File: src/rtl/mem_arbiter.sv
// mem_arbiter: shares the single ram_rw port between IF and LS, LS-first with bounded IF starvation and a WAIT timeout
module mem_arbiter #(
   parameter int MAX_LS_STREAK = 4,
   parameter int TIMEOUT       = 16
) (
   input  logic        clk,
   input  logic        rst_n,
   input  logic        if_valid_i,
   input  logic [63:0] if_addr_i,
   output logic        if_ready_o,
   output logic [63:0] if_rdata_o,
   output logic        if_err_o,
   input  logic        ls_valid_i,
   input  logic        ls_wen_i,
   input  logic [63:0] ls_addr_i,
   input  logic [63:0] ls_wdata_i,
   input  logic [7:0]  ls_wmask_i,
   input  logic [2:0]  ls_size_i,
   output logic        ls_ready_o,
   output logic [63:0] ls_rdata_o,
   output logic        ls_err_o,
   output logic        ram_rw_cen_o,
   output logic        ram_rw_wen_o,
   output logic [63:0] ram_rw_addr_o,
   output logic [63:0] ram_rw_wdata_o,
   output logic [7:0]  ram_rw_wmask_o,
   output logic [2:0]  ram_rw_size_o,
   input  logic        ram_rw_ready_i,
   input  logic [63:0] ram_rw_data_i
);
   localparam int SW = $clog2(MAX_LS_STREAK + 1);
   localparam int WW = $clog2(TIMEOUT);
   localparam logic [SW-1:0] SMAX = SW'(MAX_LS_STREAK);
   localparam logic [WW-1:0] TLAST = WW'(TIMEOUT - 1);
   typedef enum logic [1:0] {IDLE, ISSUE, WAIT, RESP} state_t;
   state_t state, state_nxt;
   logic gnt_ls, take_ls, take_if, timeout;
   logic [SW-1:0] streak_cnt;
   logic [WW-1:0] wait_cnt;
   logic [63:0] rdata_q;
   logic err_q;
   always_comb begin
      take_ls = ls_valid_i && (!if_valid_i || streak_cnt != SMAX);
      take_if = if_valid_i && !take_ls;
      timeout = wait_cnt == TLAST;
      state_nxt = state;
      unique case (state)
         IDLE:  state_nxt = (take_ls || take_if) ? ISSUE : IDLE;
         ISSUE: state_nxt = WAIT;
         WAIT:  state_nxt = (ram_rw_ready_i || timeout) ? RESP : WAIT;
         RESP:  state_nxt = IDLE;
      endcase
   end
   always_ff @(posedge clk)
      state <= !rst_n ? IDLE : state_nxt;
   always_ff @(posedge clk) begin
      if (!rst_n) begin
         gnt_ls         <= 1'b0;
         ram_rw_wen_o   <= 1'b0;
         ram_rw_addr_o  <= '0;
         ram_rw_wdata_o <= '0;
         ram_rw_wmask_o <= '0;
         ram_rw_size_o  <= '0;
         streak_cnt     <= '0;
         wait_cnt       <= '0;
         rdata_q        <= '0;
         err_q          <= 1'b0;
      end else begin
         if (state == IDLE && (take_ls || take_if)) begin
            gnt_ls         <= take_ls;
            ram_rw_wen_o   <= take_ls && ls_wen_i;
            ram_rw_addr_o  <= take_ls ? ls_addr_i : if_addr_i;
            ram_rw_wdata_o <= take_ls ? ls_wdata_i : '0;
            ram_rw_wmask_o <= take_ls ? ls_wmask_i : '0;
            ram_rw_size_o  <= take_ls ? ls_size_i : 3'b011;
            streak_cnt     <= (take_ls && if_valid_i) ? ((streak_cnt == SMAX) ? SMAX : streak_cnt + 1'b1) : '0;
         end
         if (state == ISSUE)
            wait_cnt <= '0;
         // last WAIT cycle leaves the response; stores and timeouts return zero data
         if (state == WAIT) begin
            wait_cnt <= wait_cnt + 1'b1;
            rdata_q  <= (ram_rw_ready_i && !ram_rw_wen_o) ? ram_rw_data_i : '0;
            err_q    <= !ram_rw_ready_i;
         end
      end
   end
   assign ram_rw_cen_o = state == ISSUE;
   assign if_ready_o   = state == RESP && !gnt_ls;
   assign ls_ready_o   = state == RESP && gnt_ls;
   assign if_rdata_o   = if_ready_o ? rdata_q : '0;
   assign ls_rdata_o   = ls_ready_o ? rdata_q : '0;
   assign if_err_o     = if_ready_o && err_q;
   assign ls_err_o     = ls_ready_o && err_q;
endmodule

File: config.mk
export PLATFORM = sky130hd
export DESIGN_NAME = mem_arbiter
export DESIGN_NICKNAME = d
export VERILOG_FILES = /design/src/rtl/mem_arbiter.sv
export SDC_FILE = /design/constraint.sdc
export NUM_CORES = 1
export LEC_CHECK = 0
export ABC_AREA = 1
export ABC_CLOCK_PERIOD_IN_PS = 4500
export CAP_MARGIN = 40
export CORE_AREA = 2 2 215 217
export DETAILED_ROUTE_END_ITERATION = 7
export DIE_AREA = 0 0 217 219
export GPL_TIMING_DRIVEN = 0
export PLACE_DENSITY_LB_ADDON = 0.25
export SYNTH_ARGS = -nofsm -noshare
export SYNTH_HDL_FRONTEND = slang
export SYNTH_SLANG_ARGS = --single-unit
File: constraint.sdc
create_clock -name clk -period 4.5 [get_ports clk]
set_input_delay 0.45 -clock clk [delete_from_list [all_inputs] [get_ports clk]]
set_output_delay 0.45 -clock clk [all_outputs]
set_load 0.1 [all_outputs]
==> results.tsv <==
stage	metric	value	unit
timing	Worst-Margin Slew	677	ps
timing	setup TNS	0	ps
timing	Max-slew headroom	0.549	
floorplanning	die area	47500	um2
drt	drt via density	4.40	
floorplanning	core area	45100	um2
layout	share of cells above drive strength 1	0.168	
layout	fin nets	2598	
logic_synthesis	cells after synthesis	1472	
layout	area of the multi-input gates	4370	um2
floorplanning	Chip Height	219	um
clocking	CTS H-tree depth	1	
floorplanning	Rows	78	
clocking	Clock Path Buffers	3	
global_route	initial antenna violation count	3	
clocking	clock-pin slew on the worst setup and hold paths	60	ps
layout	Final Cell Area	22600	um2
logic_synthesis	Avg Cell Area, Syn	6.66	um2
floorplanning	die width	217	um
layout	most frequent cells in the layout	clkdlybuf4s50_1 (543), nand2_1 (350), nor2_1 (268)	
worst_setup_path	Crit Path Max Fanout	10	
floorplanning	Initial Util	0.218	
timing	final count of pins violating max slew	0	
floorplanning	# IOs	546	
clocking	Clock Latency Late Sink	540	ps
drt	DRT Pass-1 Iters	5	
drt	wire per inst	16.7	um
clocking	CTS tree	yes	
power	pwr dens	428	nW/um2
timing	clk_skew	17.2	ps
logic_synthesis	Synth area leaders	dfxtp_1 (44%), nand2_1 (13%), nor2_1 (10%), a21oi_1 (7.4%), nand3_1 (6.7%)	
timing	final hold vios	0	
worst_setup_path	Arrival @ worst endpoint	3060	ps
clocking	# Post-CTS Setup Buffers	0	
power	Peak VDD IR	0.000326	V
worst_setup_path	Worst Path Class, Setup	register to primary output	
global_route	first-pass GRT wire length	73800	um
global_route	GRT Overall Usage	0.197	
place	placed insts	2888	
drt	DRC violations left	0	
timing	Final min period	3510	ps
drt	Vias	12918	
layout	Fillers	3972	
clocking	Clock Sinks	215	
drt	DRT antenna net count	0	
timing	max frequency	285	MHz
layout	register area	4300	um2
global_route	largest net degree at the start of global routing	13	
clocking	post-CTS sizing	0	
worst_setup_path	Critical Path RT	4050	ps
global_route	global route overflow	0	
global_route	vias in the first global route	13294	
worst_setup_path	CP startpoint kind	register	
drt	drt total wl	49100	um
run_status	status	complete, no violations	
clocking	CTS root buf	clkbuf_16	
place	placed inst area	21700	um2
logic_synthesis	Yosys warnings	0	
place	detailed placer's ending HPWL	39600	um
logic_synthesis	post-synthesis sequential area ratio	0.439	
logic_synthesis	#FFs+latches synth	215	
place	number of port buffers	543	
layout	Non-Filler Instances	2936	
power	Leak	9.05	nW
run	Max Cap Viol	0	
logic_synthesis	Yosys top cell area share	0.439	
timing	Setup WS post-layout	992	ps
timing	final setup fails	0	
clocking	cts hold-fix bufs	0	
layout	commonest non-fill, non-tap cell in the layout	clkdlybuf4s50_1	
drt	DRT iter0 DRCs	629	
worst_hold_path	Min-Delay Path Class	input pin to register	
logic_synthesis	post-synthesis cell area	9810	um2
worst_setup_path	CP endpoint kind	primary output	
timing	period utilization	0.780	
place	Placer Congestion	0.897	
layout	Area Growth Syn to Fin	130	%
clocking	TritonCTS buffer count	27	
logic_synthesis	Mapped Nets	1753	
logic_synthesis	post-synthesis cell type count	20	
place	dpl ws	1480	ps
logic_synthesis	cell accounting for the most synthesized area	dfxtp_1	
timing	RSZ-0062 raised after global routing	false	
## worst max-delay path: stages, from the launching register on
cell	delay, ps
dfxtp_1	330
ha_1	210
nand2_1	120
clkbuf_1	520
clkbuf_1	470
nor2_1	170
clkdlybuf4s50_1	490
buf_8	180
## sequential cells by signal, summed over array words and instances (netlist names)
signal          cells
ram_rw_addr_o      64
ram_rw_wdata_o     64
rdata_q            64
ram_rw_wmask_o      8
wait_cnt            4
ram_rw_size_o       3
streak_cnt          3
state               2
err_q               1
gnt_ls              1
ram_rw_wen_o        1
## path summary, 6_finish.rpt
kind	startpoint	end	slack, ps	cells after the start
worst max-delay path	state[0]	ls_rdata_o[34]	990	7
worst min register to register	rdata_q[59]	rdata_q[59]	460	2
worst min-delay path	rst_n	streak_cnt[2]	250	3
worst max register to register	state[0]	ram_rw_addr_o[52]	2400	10
## cell type report
type / instances / area share
antenna: 2 / 0.000222
buffer: 118 / 0.0256
clock buffer: 39 / 0.0355
clock inverter: 7 / 0.00410
inverter: 147 / 0.0245
multi-input combinational: 992 / 0.194
sequential: 215 / 0.191
tap: 600 / 0.0333
timing repair buffer: 816 / 0.492
## report_power, final
part / internal, mW / switching [mW]
Sequential: 2.19 / 0.152
Clock: 1.34 / 0.854
Combinational: 2.06 / 3.06
Total: 5.59 / 4.07
## per-stage QoR
stage	util	hold WS (ps)	total power [mW]
2_1_floorplan	-	444	5.04
3_3_place_gp	0.355	451	6.16
3_5_place_dp	0.480	453	7.52
4_1_cts	0.500	221	9.78
5_1_grt	0.500	247	10.1
6_report	0.500	249	9.65
## Yosys cell counts, drive strengths merged
| cell type | count |
|---|---|
| nand4 | 77 |
| dfxtp | 215 |
| nor2 | 271 |
| buf | 81 |
| o21ai | 3 |
| inv | 147 |
| a21oi | 146 |
| nand3 | 133 |
| nor3 | 2 |
| clkbuf | 37 |
| or2 | 1 |
| ha | 8 |
| nand2 | 351 |
## kinds of logic (layout without fill, tap and decap cells)
group / count (synthesis) / in the layout / share of synthesized area
other: 0 / 2 / 0
buffers and inverters: 265 / 1127 / 0.115
DFF: 215 / 215 / 0.439
and+or+nand+nor: 835 / 835 / 0.360
adders and majority gates: 8 / 8 / 0.0102
AOI/OAI and AO/OA: 149 / 149 / 0.0760
## layer usage
layer / up-vias / GRT usage / wire, um
met1: 5931 / 0.210 / 18600
met5: - / 0 / 13
met3: 114 / 0.0409 / 3340
li1: 6323 / - / -
met2: 548 / 0.373 / 25100
met4: 2 / 0.0874 / 2040
(Power assumes the default switching activity.)
